## config.mk

```make
export PLATFORM = sky130hd
export DESIGN_NAME = mem_bus
export DESIGN_NICKNAME = d
export VERILOG_FILES = /design/src/rtl/mem_bus.sv
export SDC_FILE = /design/constraint.sdc
export NUM_CORES = 1
export LEC_CHECK = 0
export CAP_MARGIN = 5
export CORE_MARGIN = 5
export CORE_UTILIZATION = 29
export CTS_CLUSTER_DIAMETER = 200
export DETAILED_ROUTE_END_ITERATION = 6
export GPL_TIMING_DRIVEN = 0
export PLACE_DENSITY = 0.65
export SETUP_SLACK_MARGIN = 0.15
export SLEW_MARGIN = 5
export SYNTH_ARGS = -nofsm -noshare
export SYNTH_HDL_FRONTEND = slang
export SYNTH_SLANG_ARGS = --single-unit
```

## constraint.sdc

```tcl
create_clock -name clk -period 2.9 [get_ports clk]
set_input_delay 0.435 -clock clk [delete_from_list [all_inputs] [get_ports clk]]
set_output_delay 0.435 -clock clk [all_outputs]
set_load 0.01 [all_outputs]
```

## src/rtl/mem_bus.sv

```systemverilog
// Memory-side bus stage: decodes cpu accesses to an external synchronous RAM and a
// memory-mapped 8N1 UART transmitter with a small TX FIFO; reads return after 1 cycle.
module mem_bus #(
  parameter int unsigned RAM_AW     = 13,
  parameter int unsigned CLK_DIV    = 104,
  parameter int unsigned FIFO_DEPTH = 4
) (
  input  logic              clk,
  input  logic              rst_n,
  input  logic              ren,
  input  logic [15:0]       addr,
  input  logic              wen,
  input  logic [31:0]       wdata,
  input  logic [3:0]        wmask,
  output logic [31:0]       rdata,
  output logic              rd_valid,
  output logic              ram_en,
  output logic [3:0]        ram_we,
  output logic [RAM_AW-1:0] ram_addr,
  output logic [31:0]       ram_wdata,
  input  logic [31:0]       ram_rdata,
  output logic              uart_tx
);

  localparam logic [15:0] UartDataAddr = 16'h8000;
  localparam logic [15:0] UartStatAddr = 16'h8004;
  localparam int unsigned PtrW = $clog2(FIFO_DEPTH);
  localparam int unsigned CntW = PtrW + 1;
  localparam int unsigned DivW = $clog2(CLK_DIV);
  localparam logic [CntW-1:0] FifoFull = CntW'(FIFO_DEPTH);
  localparam logic [DivW-1:0] DivLast  = DivW'(CLK_DIV - 1);

  typedef enum logic [1:0] {SelZero, SelRam, SelStat} rd_sel_e;
  typedef enum logic [1:0] {StIdle, StStart, StData, StStop} tx_state_e;

  // RAM path is pure pass-through; byte lanes are mirrored between wmask and ram_we
  assign ram_en    = (ren | wen) & ~addr[15];
  assign ram_we    = wen ? {wmask[0], wmask[1], wmask[2], wmask[3]} : 4'b0000;
  assign ram_addr  = addr[RAM_AW+1:2];
  assign ram_wdata = wdata;

  rd_sel_e   rd_sel_d, rd_sel_q;
  logic      rd_valid_d, rd_valid_q;

  logic [7:0]      fifo_mem [FIFO_DEPTH];
  logic [PtrW-1:0] wptr_d, wptr_q, rptr_d, rptr_q;
  logic [CntW-1:0] cnt_d, cnt_q;
  logic            ovf_d, ovf_q;
  logic            fifo_full, fifo_empty, fifo_pop, push_req, push_ok;

  tx_state_e       state_d, state_q;
  logic [DivW-1:0] div_d, div_q;
  logic [2:0]      bit_d, bit_q;
  logic [7:0]      shift_d, shift_q;
  logic            tx_busy;

  // Read decode: target captured with the request, data muxed in the return cycle
  always_comb begin
    rd_valid_d = ren & ~wen;
    rd_sel_d   = SelZero;
    if (!addr[15]) begin
      rd_sel_d = SelRam;
    end else if (addr == UartStatAddr) begin
      rd_sel_d = SelStat;
    end
  end

  always_comb begin
    rdata = '0;
    if (rd_valid_q) begin
      unique case (rd_sel_q)
        SelRam:  rdata = ram_rdata;
        SelStat: rdata = {28'b0, ovf_q, fifo_empty, tx_busy, fifo_full};
        default: rdata = '0;
      endcase
    end
  end

  assign rd_valid = rd_valid_q;

  assign fifo_full  = (cnt_q == FifoFull);
  assign fifo_empty = (cnt_q == '0);
  assign push_req   = wen & (addr == UartDataAddr) & wmask[3];
  // A simultaneous pop frees the slot, so a push into a full FIFO still lands
  assign push_ok    = push_req & (~fifo_full | fifo_pop);

  always_comb begin
    wptr_d = wptr_q;
    rptr_d = rptr_q;
    cnt_d  = cnt_q;
    ovf_d  = ovf_q;
    if (push_ok) begin
      wptr_d = wptr_q + 1'b1;
    end
    if (fifo_pop) begin
      rptr_d = rptr_q + 1'b1;
    end
    if (push_ok && !fifo_pop) begin
      cnt_d = cnt_q + 1'b1;
    end else if (!push_ok && fifo_pop) begin
      cnt_d = cnt_q - 1'b1;
    end
    if (rd_valid_q && (rd_sel_q == SelStat)) begin
      ovf_d = 1'b0;
    end
    if (push_req && !push_ok) begin
      ovf_d = 1'b1;
    end
  end

  always_ff @(posedge clk) begin
    if (push_ok) begin
      fifo_mem[wptr_q] <= wdata[7:0];
    end
  end

  always_comb begin
    state_d  = state_q;
    div_d    = div_q;
    bit_d    = bit_q;
    shift_d  = shift_q;
    fifo_pop = 1'b0;
    uart_tx  = 1'b1;
    unique case (state_q)
      StIdle: begin
        if (!fifo_empty) begin
          fifo_pop = 1'b1;
          shift_d  = fifo_mem[rptr_q];
          div_d    = DivLast;
          state_d  = StStart;
        end
      end
      StStart: begin
        uart_tx = 1'b0;
        if (div_q == '0) begin
          div_d   = DivLast;
          bit_d   = 3'd0;
          state_d = StData;
        end else begin
          div_d = div_q - 1'b1;
        end
      end
      StData: begin
        uart_tx = shift_q[0];
        if (div_q == '0) begin
          div_d   = DivLast;
          shift_d = shift_q >> 1;
          if (bit_q == 3'd7) begin
            state_d = StStop;
          end else begin
            bit_d = bit_q + 1'b1;
          end
        end else begin
          div_d = div_q - 1'b1;
        end
      end
      StStop: begin
        if (div_q == '0) begin
          state_d = StIdle;
        end else begin
          div_d = div_q - 1'b1;
        end
      end
      default: state_d = StIdle;
    endcase
  end

  assign tx_busy = (state_q != StIdle);

  always_ff @(posedge clk or negedge rst_n) begin
    if (!rst_n) begin
      rd_valid_q <= 1'b0;
      rd_sel_q   <= SelZero;
      wptr_q     <= '0;
      rptr_q     <= '0;
      cnt_q      <= '0;
      ovf_q      <= 1'b0;
      state_q    <= StIdle;
      div_q      <= '0;
      bit_q      <= '0;
      shift_q    <= '0;
    end else begin
      rd_valid_q <= rd_valid_d;
      rd_sel_q   <= rd_sel_d;
      wptr_q     <= wptr_d;
      rptr_q     <= rptr_d;
      cnt_q      <= cnt_d;
      ovf_q      <= ovf_d;
      state_q    <= state_d;
      div_q      <= div_d;
      bit_q      <= bit_d;
      shift_q    <= shift_d;
    end
  end

endmodule
```

Word-level counts from Yosys, hierarchy flattened
Memory sizes are Yosys's and may differ from the RTL's.
Index checks and enable logic that the tools add are counted.
Operators by class
  $add $sub $neg: 6
  equal/unequal tests: 16
  mux-type cells: 31
  bitwise operators: 10
  reductions and logical operators: 19
Operators with widths (count)
  32-bit case mux with 2 select lines: 1
  16-bit == test (second input constant): 2
  32-bit 2-to-1 mux: 1
  7-bit 2-to-1 mux: 3
  7-bit case mux with 3 select lines: 1
  8-bit 2-to-1 mux: 2
  8-bit case mux with 2 select lines: 1
  3-bit 2-to-1 mux: 5
  2-bit 2-to-1 mux: 7
  2-bit inequality test (second input constant): 7
  2-bit nonzero test: 5
  2-bit case mux with 4 select lines: 1
  7-bit logical NOT: 1
  7-bit by 1-bit subtractor with 7-bit output (second input constant): 1
  3-bit by 1-bit adder with 3-bit output (second input constant): 2
  2-bit == test (second input constant): 3
  3-bit == test (second input constant): 2
  1-bit 2-to-1 mux: 6
  3-bit case mux with 2 select lines: 1
  1-bit AND: 5
  5-bit AND reduction: 1
  2-bit by 1-bit adder with 2-bit output (second input constant): 2
  2-bit by 1-bit == test with 1-bit output (second input constant): 2
  1-bit logical AND: 4
  other kinds (12): 16
Storage, ports and cells
  register bits after elaboration: 31
  bits in writable memories: 32
  input port bits: 88
  output and inout port bits: 84
  word-level logic and storage cells: 93
  memories kept: 1
Memories
  fifo_mem: words 4, width 8, rd ports 1, clocked after memory_dff 0, write ports 1, line 45  | logic [7:0] fifo_mem [FIFO_DEPTH];

Logic depth before layout (Yosys ltp)
Gate-level depths: netlist of run 1.
  depth after elaboration: 9
  mapped depth: 11
  depth with buffers taken out: 11

Worst setup path before layout of run 1
OpenSTA, ideal clock, no wires.
  kind: input -> register
  start point: input addr[1]
  end point: register cnt_q[2]
  library setup time: 0.079 ns
  arrival time: 2.361 ns
  data required time: 2.821 ns
  slack: 0.460 ns
  stages: 9
  cells stage by stage: nor4b_1 nand4_1 nor4_4 ha_1 inv_1 fa_1 xor2_1 nor2_1 xor2_1
On the way
  word-level cells in the longest chain between the ends: 7
  elaborated cells between the ends (all ways): 9
  those cells by class: 1 x eq/ne; 1 x mux; 3 x bitwise; 4 x reduce/logical
RTL lines
  from (decl): line 11  | input logic [15:0] addr,
  16-bit == test *: line 83  | assign push_req = wen & (addr == UartDataAddr) & wmask[3];
  1-bit AND * (2 in a row): line 83
  1-bit AND *: line 85  | assign push_ok = push_req & (~fifo_full | fifo_pop);
  named net push_ok: line 49  | logic fifo_full, fifo_empty, fifo_pop, push_req, push_ok;
  1-bit logical NOT: line 100  | end else if (!push_ok && fifo_pop) begin
  1-bit logical AND: line 100
  2-bit nonzero test (no line)
  to (signal assigned): line 187  | cnt_q <= cnt_d;
  to (decl): line 47  | logic [CntW-1:0] cnt_d, cnt_q;
Mark *: on every way through the listed nets, which the timed path passes. The rest lies on a longest branch.
A chain may end at the register's enable or synchronous reset.

Worst setup path in the final report of run 1
  start point: register state_q[0]
  end point: output uart_tx
On the way
  word-level cells in the longest chain between the ends: 2
  elaborated cells between the ends (all ways): 3
  those cells by class: 2 x eq/ne; 1 x mux
RTL lines
  from (decl): line 51  | tx_state_e state_d, state_q;
  from (signal assigned): line 178  | state_q <= StIdle;
  from (signal assigned): line 189  | state_q <= state_d;
  2-bit == test or 2-bit by 1-bit == test with 1-bit output (tied branches): line 124  | unique case (state_q)
  1-bit case mux with 2 select lines *: line 124
  to (decl): line 22  | output logic uart_tx
Mark *: on every way between the ends. The rest lies on a longest branch, timed or not.

==> metrics.csv, run 1 <==
stage,metric,value,unit
final_layout,P&R area growth vs syn,54.67,%
timing,count of final max-slew check failures,0,
clock_network,clock slew at reported path FFs,0.05,ns
floorplanning,number of rows in the core area,41,
synth,register area share after synthesis,47.28,%
drt,DRC violation count after routing,0,
drt,count of vias placed by the detailed router,2845,
final_layout,number of inserted diodes,0,
hold_path,kind of path behind the tightest hold check,primary input to async pin,
setup_path,Critical R2R Launch,state_q[0],
setup_path,endpoint required time on the critical path,2.47,ns
setup_path,capturing element type of the critical path,primary output,
clock_network,TritonCTS clock tree,yes,
drt,routed length per placed instance,13.56,um
pwr,peak supply drop,0.2858,mV
global_route,pin count of the biggest net entering global routing,32,
global_route,Overall Global Routing Usage,11.52,%
clock_network,TritonCTS Buffers,9,
synth,Area contributors post-synth,"edfxtp_1 (26%), dfrtp_1 (21%), buf_4 (9.2%)",
place,gp weighted congestion,0.8070,
drt,router iterations before antenna repair,4,
drt,DRT antenna net count,0,
timing,fraction of the cycle the final worst path needs,89.63,%
timing,Slew HR,47.61,%
synth,post-synth top area cell,edfxtp_1,
clock_network,clock latency at the later pin of the worst-skew pair,0.33,ns
global_route,global routing met2 resource utilization,19.41,%
synth,flip-flop cell with the highest count after synthesis,edfxtp_1,
synth,Avg Synthesized Cell Area,11.66,um^2
global_route,antenna violations before repair,0,
run,max-cap viol count,0,
timing,Final min period,2.599,ns
global_route,GRT met1 Usage,13.50,%
place,# port buffers,147,
global_route,met3 Use GR,3.594,%
synth,count of state elements after synthesis,63,
clock_network,clock net sink count,63,
timing,maximum clock frequency,0.3847,GHz
global_route,GRT Max-Usage Layer,met2,
floorplanning,total core area,0.01252,mm^2
timing,slew at the pin with the worst max-slew slack,0.7749,ns
floorplanning,die extent in y,122.6,um
timing,worst hold slack,0.1564,ns
setup_path,Critical-path top delay cell,clkdlybuf4s50_1,
final_layout,"Net count, final",579,
setup_path,stage delay of the slowest cell on the critical path,0.58,ns
setup_path,crit path max fanout,10,
pwr,Power Total,2.322,mW
setup_path,reg-to-reg endpoint,cnt_q[2],
clock_network,number of H-tree branching levels,3,
final_layout,share of post-route cells with drive strength above 1,20.88,%
final_layout,share of the core filled with cells,45.39,%
synth,number of flops mapped to enable cells by yosys,32,
global_route,global-route congestion overflow total,0,
setup_path,startpoint-to-endpoint class of the critical path,flop to primary output,
setup_path,cells traversed along the worst timing path,"inv_1, ha_1, clkbuf_4, buf_4, nand2_1, o21ai_1, clkdlybuf4s50_1",
setup_path,Critical Path AT,2.16,ns
floorplanning,initial core utilization,29.35,%
setup_path,Worst setup SP type,flop,
timing,RSZ-0062 raised after global routing,no,
synth,total standard cell area after synthesis,0.003674,mm^2
global_route,via count of the first global-routing pass,2920,
global_route,wire length of the first global-routing pass,13.82,mm
setup_path,length in cells of the worst reg-to-reg path,11,
drt,post-detailed-route via-to-cell ratio,4.370,
clock_network,number of buffers between clock root and the deepest sink,2,
timing,final hold violation count,0,
place,placed cells,634,
drt,WL final,8.828,mm
timing,Finish-stage setup viols,0,
final_layout,non-filler cells in the finished layout,651,
synth,Synth Warn #,0,
synth,Unique masters post-synth,46,
synth,area share of the largest cell type after synthesis,26.16,%
timing,setup clock skew after layout,0.006830,ns
synth,Synth Net Count,420,
setup_path,flop-to-flop setup slack,0.48,ns
clock_network,hold-fix buffer count after cts,0,
floorplanning,width of the die,122.6,um
outcome,result of the run,finished clean,
synth,fraction of synthesis flops using an asynchronous set or reset pin,49.21,%
clock_network,clock tree root driver cell,clkbuf_16,
pwr,Power Dens Cells,408.7,mW/mm^2
pwr,static leakage,2.383,nW
floorplanning,die area,0.01502,mm^2
drt,number of DRC markers after the initial detailed-route iteration,92,
synth,Post-Syn Instances,315,
floorplanning,count of boundary I/O pins,172,
place,estimated wirelength of the detail-placed design,6.938,mm
## stage by stage
stage	area [um^2]	TNS (ns)	setup WS (ns)
after floorplan	3674	0	0.4597
after global placement	5360	-0.5254	-0.2958
after CTS	5673	0	0.1579
after global routing	5682	0	0.1835
final	5682	0	0.3007
after detailed placement	5355	-0.7334	-0.3358
## cells by family after synthesis
logic type / synth area share (%)
adder cells (fa/ha/maj): 5.995
AO/OA/AOI/OAI: 6.915
XOR/XNOR: 1.431
flip-flops: 47.28
buffers and inverters: 12.40
multiplexers: 11.10
AND/OR/NAND/NOR: 14.88
## flip-flops by register name, indices dropped and copies added (netlist names)
name      cells
bit_q         3
cnt_q         3
div_q         7
fifo_mem     32
ovf_q         1
rd_sel_q      2
rd_valid      1
rptr_q        2
shift_q       8
state_q       2
wptr_q        2
## power breakdown
group	switching (mW)	internal, mW	leakage (nW)
sequential	0.00114	0.943	0.642
clock	0.406	0.673	0.143
combinational	0.0979	0.201	1.60
total	0.505	1.82	2.38
## worst max-delay path, delay by kind of cell, from the launching register on
kind / cells / cell delay (ns)
flip-flops: 1 / 0.39
adder cells (fa/ha/maj): 1 / 0.16
AND/OR/NAND/NOR: 1 / 0.06
AO/OA/AOI/OAI: 1 / 0.12
buffers and inverters: 4 / 1.10
## timing repair
item                                    CTS  global route
resized for setup                         4             4
pin swaps                                 1             1
endpoints found under the setup margin    3             2
buffers inserted                          1             0
## synthesized netlist by cell type, types with 2 or more instances
master     instances
or2_2              2
mux2_2            10
and2_1             7
ha_1              16
nand2b_1           5
a31oi_1            4
inv_1             14
nor2b_1            2
nor4_1             2
and3_1            29
a2bb2oi_1          2
clkbuf_1          10
a22oi_1            4
buf_6              2
mux4_2             8
nor4b_1            2
edfxtp_1          32
xor2_1             3
nor2_1            19
nor4_4             2
dfrtp_1           31
buf_4             45
o21ai_0            7
or3_1              2
a311oi_1           2
a21oi_1            4
nand3_1            3
nor3_1             4
mux2_4             7
nand2_1           13
xnor2_1            3
a22o_1             5
## metal layers
metal | routed length (um) | vias to the layer above
li1 | - | 1408
met1 | 3475 | 1330
met2 | 4591 | 89
met3 | 583 | 18
met4 | 178 | 0
met5 | 0 | -
## layout make-up
cell class / instances / area, um^2
Fill cell: 1185 / 6835
Sequential cell: 63 / 1737
Multi-Input combinational cell: 180 / 1488
Timing Repair Buffer: 148 / 1474
Buffer: 58 / 410.4
Clock buffer: 9 / 225.2
Tap cell: 172 / 215.2
Clock inverter: 7 / 80.08
Inverter: 14 / 52.55
## how the worst max path moves through the flow
stage | slack, ns | to | from
floorplan | 0.46 | cnt_q[2] | addr[1]
global placement | -0.30 | cnt_q[2] | addr[15]
detailed placement | -0.34 | cnt_q[2] | addr[15]
CTS | 0.16 | uart_tx | state_q[0]
global route | 0.18 | uart_tx | state_q[0]
finish | 0.30 | uart_tx | state_q[0]
## cells in the final DEF, fill, tap and decap left out, types with 6 or more instances in the layout
cell,n
clkdlybuf4s50_1,146
buf_4,47
edfxtp_1,32
dfrtp_1,31
and3_1,29
nor2_1,19
ha_1,16
inv_1,14
nand2_1,13
mux2_2,10
clkbuf_16,9
clkbuf_1,8
mux4_2,8
and2_1,7
mux2_4,7
o21ai_0,6
Power figures use the tool's default switching activity.
==> run 2: changes to the inputs <==
Settings changed: CORE_UTILIZATION 29 to 42, PLACE_DENSITY 0.65 to 0.87.
==> run 2 against run 1 <==
  * Utilization increased by 18 points
  * Largest power group is now registers
  * Non-clock buffer count is 1 higher
  * Via count grew 2.8%
  * Combinational power is essentially flat
  * Sequential power about the same
  * Sequential share of layout area rose by 0.97 points
  * Final area down 3.1%
  * Wire length increased by 3.2%
  * Clock-buffer cell count is the same
==> metrics.csv, run 2 (same netlist as run 1, synthesis figures left out) <==
stage,metric,value,unit,change
outcome,result of the run,finished clean,,unchanged
global_route,GRT met1 Usage,19.04,%,was 13.50%
drt,DRC violation count after routing,0,,unchanged
setup_path,Critical Path AT,2.87,ns,was 2.16 ns
clock_network,TritonCTS Buffers,9,,unchanged
global_route,GRT Max-Usage Layer,met2,,unchanged
floorplanning,initial core utilization,42.54,%,was 29.35%
drt,DRT antenna net count,0,,unchanged
global_route,global-route congestion overflow total,0,,unchanged
global_route,via count of the first global-routing pass,3119,,was 2920
timing,RSZ-0062 raised after global routing,no,,unchanged
clock_network,TritonCTS clock tree,yes,,unchanged
floorplanning,die area,0.01072,mm^2,was 0.01502 mm^2
setup_path,capturing element type of the critical path,flop,,was primary output
drt,WL final,9.113,mm,was 8.828 mm
floorplanning,total core area,0.008636,mm^2,was 0.01252 mm^2
hold_path,kind of path behind the tightest hold check,primary input to async pin,,unchanged
pwr,Power Total,2.059,mW,was 2.322 mW
final_layout,"Net count, final",580,,was 579
global_route,Overall Global Routing Usage,16.79,%,was 11.52%
clock_network,number of buffers between clock root and the deepest sink,2,,unchanged
pwr,Power Dens Cells,373.9,mW/mm^2,was 408.7 mW/mm^2
global_route,pin count of the biggest net entering global routing,32,,unchanged
timing,fraction of the cycle the final worst path needs,89.97,%,was 89.63%
final_layout,most frequent cells in the layout,"clkdlybuf4s50_1 (145), buf_4 (47), edfxtp_1 (32), dfrtp_1 (31), and3_1 (29)",,"was clkdlybuf4s50_1 (146), buf_4 (47), edfxtp_1 (32), dfrtp_1 (31), and3_1 (29)"
setup_path,crit path launch,addr[15],,was state_q[0]
pwr,static leakage,2.365,nW,was 2.383 nW
final_layout,P&R area growth vs syn,49.90,%,was 54.67%
final_layout,Layout Cell Area excl Fill,0.005507,mm^2,was 0.005682 mm^2
place,placed cells,570,,was 634
drt,number of DRC markers after the initial detailed-route iteration,114,,was 92
timing,Finish-stage setup viols,0,,unchanged
place,estimated wirelength of the detail-placed design,7.140,mm,was 6.938 mm
global_route,global routing met2 resource utilization,30.05,%,was 19.41%
setup_path,Worst setup SP type,primary input,,was flop
drt,router iterations before antenna repair,4,,unchanged
place,post-place instance area,0.005275,mm^2,was 0.005355 mm^2
timing,final hold violation count,0,,unchanged
setup_path,reg-to-reg endpoint,cnt_q[2],,unchanged
final_layout,sequential cell area,0.001737,mm^2,unchanged
global_route,met3 Use GR,5.348,%,was 3.594%
clock_network,clock tree root driver cell,clkbuf_8,,was clkbuf_16
clock_network,clock latency at the later pin of the worst-skew pair,0.34,ns,was 0.33 ns
global_route,wire length of the first global-routing pass,14.98,mm,was 13.82 mm
drt,count of vias placed by the detailed router,2925,,was 2845
timing,setup clock skew after layout,0.005757,ns,was 0.006830 ns
timing,count of final max-slew check failures,0,,unchanged
run,max-cap viol count,0,,unchanged
setup_path,startpoint-to-endpoint class of the critical path,primary input to flop,,was flop to primary output
timing,slew at the pin with the worst max-slew slack,0.7992,ns,was 0.7749 ns
place,# port buffers,147,,unchanged
timing,Final min period,2.609,ns,was 2.599 ns
floorplanning,count of boundary I/O pins,172,,unchanged
clock_network,number of H-tree branching levels,3,,unchanged
setup_path,length in cells of the worst reg-to-reg path,11,,unchanged
final_layout,"most common cell after layout, fill and taps aside",clkdlybuf4s50_1,,unchanged
clock_network,clock slew at reported path FFs,0.07,ns,was 0.05 ns
final_layout,number of inserted diodes,0,,unchanged
timing,Slew HR,45.97,%,was 47.61%
drt,post-detailed-route via-to-cell ratio,4.983,,was 4.370
setup_path,flop-to-flop setup slack,0.43,ns,was 0.48 ns
final_layout,area used by multi-input combinational logic,0.001481,mm^2,was 0.001488 mm^2
setup_path,Critical R2R Launch,state_q[0],,unchanged
clock_network,hold-fix buffer count after cts,0,,unchanged
setup_path,crit path max fanout,4,,was 10
final_layout,non-filler cells in the finished layout,587,,was 651
floorplanning,die extent in y,103.5,um,was 122.6 um
final_layout,fillcell total,649,,was 1185
final_layout,leading registers by flop count,"fifo_mem x32, shift_q x8, div_q x7",,unchanged
floorplanning,number of rows in the core area,34,,was 41
pwr,peak supply drop,0.3531,mV,was 0.2858 mV
final_layout,share of post-route cells with drive strength above 1,20.46,%,was 20.88%
setup_path,endpoint required time on the critical path,3.16,ns,was 2.47 ns
floorplanning,width of the die,103.5,um,was 122.6 um
final_layout,max reg flops,32,,unchanged
final_layout,top register by number of flip-flops,fifo_mem,,unchanged
place,gp weighted congestion,0.8274,,was 0.8070
global_route,antenna violations before repair,0,,unchanged
clock_network,clock net sink count,63,,unchanged
drt,routed length per placed instance,15.52,um,was 13.56 um
timing,maximum clock frequency,0.3833,GHz,was 0.3847 GHz
## run 2: metrics by stage
stage,setup TNS [ns],utilization (%),worst slack (ns),hold WS [ns]
2_1_floorplan,0,-,0.4597,0.1394
6_report,0,63.76,0.2908,0.1465
3_3_place_gp,-0.5418,61.14,-0.3033,0.4815
3_5_place_dp,-1.054,61.08,-0.3894,0.4914
5_1_grt,0,63.76,0.1316,0.1846
4_1_cts,0,63.62,0.1348,0.1570
## run 2: how the worst max path moves through the flow
stage,end,slack (ns),depth (start not counted)
2_1_floorplan,cnt_q[2],0.46,9
3_3_place_gp,cnt_q[2],-0.30,10
3_5_place_dp,cnt_q[2],-0.39,10
4_1_cts,uart_tx,0.13,7
5_1_grt,cnt_q[2],0.13,10
6_report,cnt_q[2],0.29,10
## run 2: area by class of cell
cell class	count	area share, %
flip-flops and latches	63	31.54
repair buffers	149	26.95
multi-input cells	180	26.90
plain buffers	58	7.407
well taps	108	2.454
clock buffers	9	2.249
clock inverters	6	1.545
inverters	14	0.9543
## run 2: power breakdown
part	internal (mW)	total (mW)	leakage [nW]	switching, mW
logic	0.201	0.301	1.62	0.0997
registers	0.942	0.943	0.642	0.00106
clock network	0.477	0.815	0.103	0.338
total	1.62	2.06	2.37	0.439
## run 2: what timing repair did
item	in CTS	in global routing
endpoints found under the setup margin	3	2
hold endpoints to repair	0	0
pin swaps	1	1
gates resized for setup	2	5
setup buffers	1	1
## run 2: critical path: stages
cell and delay, ns:
clkdlybuf4s50_1 0.52, nor4b_1 0.32, nand4_1 0.27, nor4_4 0.23, ha_1 0.24, inv_1 0.07
fa_1 0.37, xor2_1 0.17, nor2_1 0.11, xor2_1 0.14
## run 2: metal layers
layer,wire length (um),up-vias,share of wire [%]
met5,0,-,0
met4,89,0,0.98
met3,603,11,6.6
met2,4803,106,53
met1,3616,1401,40
li1,-,1407,-
==> run 3: changes to the inputs <==
Settings changed: SLEW_MARGIN 5 to unset.
==> results of run 3 <==
The final DEF is identical to that of run 2; final timing and power are the same.
==> RTL change, RTL diff (settings of run 3) <==
Re-encode `tx_state_e` (4 states) as one-hot, 4 bits wide.
--- a/src/rtl/mem_bus.sv
+++ b/src/rtl/mem_bus.sv
@@ -31,7 +31,7 @@
   localparam logic [DivW-1:0] DivLast  = DivW'(CLK_DIV - 1);
 
   typedef enum logic [1:0] {SelZero, SelRam, SelStat} rd_sel_e;
-  typedef enum logic [1:0] {StIdle, StStart, StData, StStop} tx_state_e;
+  typedef enum logic [3:0] {StIdle = 4'b0001, StStart = 4'b0010, StData = 4'b0100, StStop = 4'b1000} tx_state_e;
 
   // RAM path is pure pass-through; byte lanes are mirrored between wmask and ram_we
   assign ram_en    = (ren | wen) & ~addr[15];
Check against the original RTL: no difference found for any inputs over 10 cycles, from zero or initial values and one cycle with rst_n low; not proved beyond that.
==> RTL change against run 3 <==
Total power up 2.2%; synthesized area up 2.3%; sequential cell count up 2; via count up 2.2%; routed wire length up 10%; cell area up 2.7%; sequential share of layout area up 0.091 points; register-to-register slack worse by 0.19 ns; critical path depth unchanged; synthesized cell count up 1.9%; worst setup slack worse by 0.053 ns; worst hold slack better by 0.0049 ns; critical path type is now reg2reg.
==> RTL change: results (changes against run 3) <==
metric,value,unit,change
drtIter0Drc,141,,+24%
switching_share,21.3,%,+0.022 points
chipWidth,105,um,+1.0%
async_flop_share,50.8,%,+1.6 points
critPathSlowestCell,dfstp_2,,
critPathMaxFanout,8,,+4
ys_top_cells_by_area,"edfxtp_1 (26%), dfrtp_1 (21%), buf_4 (9.2%)",,
ir_drop,0.000346,V,-2.1%
track_usage,18.0,%,+1.2 points
max_slew_margin,45.5,%,-0.45 points
leakage,2.36,nW,-0.15%
finClkSkew,0.00733,ns,+0.00157 ns
drive_above_1_share,22.4,%,+1.9 points
regToRegStartpoint,state_q[0],,
placed_area,5360,um^2,+1.6%
rr_endpoint,cnt_q[2],,
grt_pass1_vias,3080,,-1.3%
synth_fp_nets,421,,+0.24%
rr_worst_depth,10,,-1
gp_congestion,0.800,,-3.3%
hpwl,8110,um,+14%
power_density,372,nW/um^2,-0.46%
grt_max_degree,34,,+6.3%
preCtsSetupSlack,-0.326,ns,+0.0632 ns
status,"finished, final reports clean",,
synth.top_cells.by_count,"buf_4 (46), dfrtp_1 (32), edfxtp_1 (32)",,
vias_per_cell,4.98,,about the same
nets,587,,+1.2%
antenna_found_initial,0,,unchanged
ys_seq_area_share,47.6,%,+0.29 points
wirelength,10000,um,+10%
grt_pass1_wl,15800,um,+5.3%
-- RTL change: power groups by stage --
stage / sequential, mW / clock, mW / combinational, mW
3_3_place_gp: 0.990 / 0 / 0.299
4_1_cts: 0.971 / 0.843 / 0.307
3_5_place_dp: 0.990 / 0 / 0.306
5_1_grt: 0.971 / 0.880 / 0.325
6_report: 0.971 / 0.829 / 0.303
2_1_floorplan: 0.990 / 0 / 0.0972
-- RTL change: metrics by stage --
| stage | std cells | total power [mW] | TNS (ns) | hold slack [ns] |
|---|---|---|---|---|
| detailed placement | 576 | 1.30 | -0.576 | 0.480 |
| global placement | 576 | 1.29 | -0.433 | 0.458 |
| CTS | 593 | 2.12 | 0 | 0.166 |
| floorplan | 321 | 1.09 | 0 | 0.139 |
| global route | 600 | 2.18 | 0 | 0.214 |
| finish | 600 | 2.10 | 0 | 0.151 |
-- RTL change: area by class of cell --
class	instances	area share [%]
sequential	65	31.6
timing repair buffer	155	27.0
multi-input combinational	184	26.7
buffer	60	7.70
tap	108	2.39
clock buffer	11	2.32
clock inverter	5	1.44
inverter	12	0.797
-- RTL change: worst max-delay path by stage --
stage | endpoint | from | slack [ns] | cells after the start
3_3_place_gp | cnt_q[2] | addr[15] | -0.25 | 10
4_1_cts | cnt_q[2] | state_q[0] | 0.13 | 10
2_1_floorplan | cnt_q[2] | state_q[0] | 0.25 | 10
5_1_grt | cnt_q[2] | state_q[0] | 0.06 | 10
3_5_place_dp | cnt_q[2] | addr[15] | -0.33 | 10
6_report | cnt_q[2] | state_q[0] | 0.24 | 10
-- RTL change: what timing repair did --
item                       in CTS  in global routing
setup buffers                   1                  7
hold buffers                    0                  0
hold endpoints to repair        0                  0
pin swaps                       0                  4
setup endpoints to repair       3                  3
gates resized for setup         3                  4
gates cloned                    0                  0
-- RTL change: cell families after synthesis --
logic type | count (synthesis) | share of synthesized area, %
AO/OA/AOI/OAI | 28 | 6.16
adder cells (fa/ha/maj) | 12 | 4.19
buffers and inverters | 72 | 12.6
XOR/XNOR | 7 | 1.63
AND/OR/NAND/NOR | 114 | 18.0
flip-flops | 65 | 47.6
multiplexers | 23 | 9.79
-- RTL change: worst max-delay path: cells and delay by family, from the launching register on --
kind	cells	cell delay (ns)
xor+xnor	2	0.33
fa+ha+maj	2	0.56
buf+inv	2	0.17
flops	1	0.53
simple gates	4	1.00
-- RTL change: metal layers --
metal | global-route usage (%) | vias up | routed length [um]
met5 | 0 | - | 0
met3 | 3.82 | 10 | 486
met1 | 21.0 | 1452 | 3860
li1 | - | 1437 | -
met4 | 5.75 | 0 | 93
met2 | 32.8 | 90 | 5590
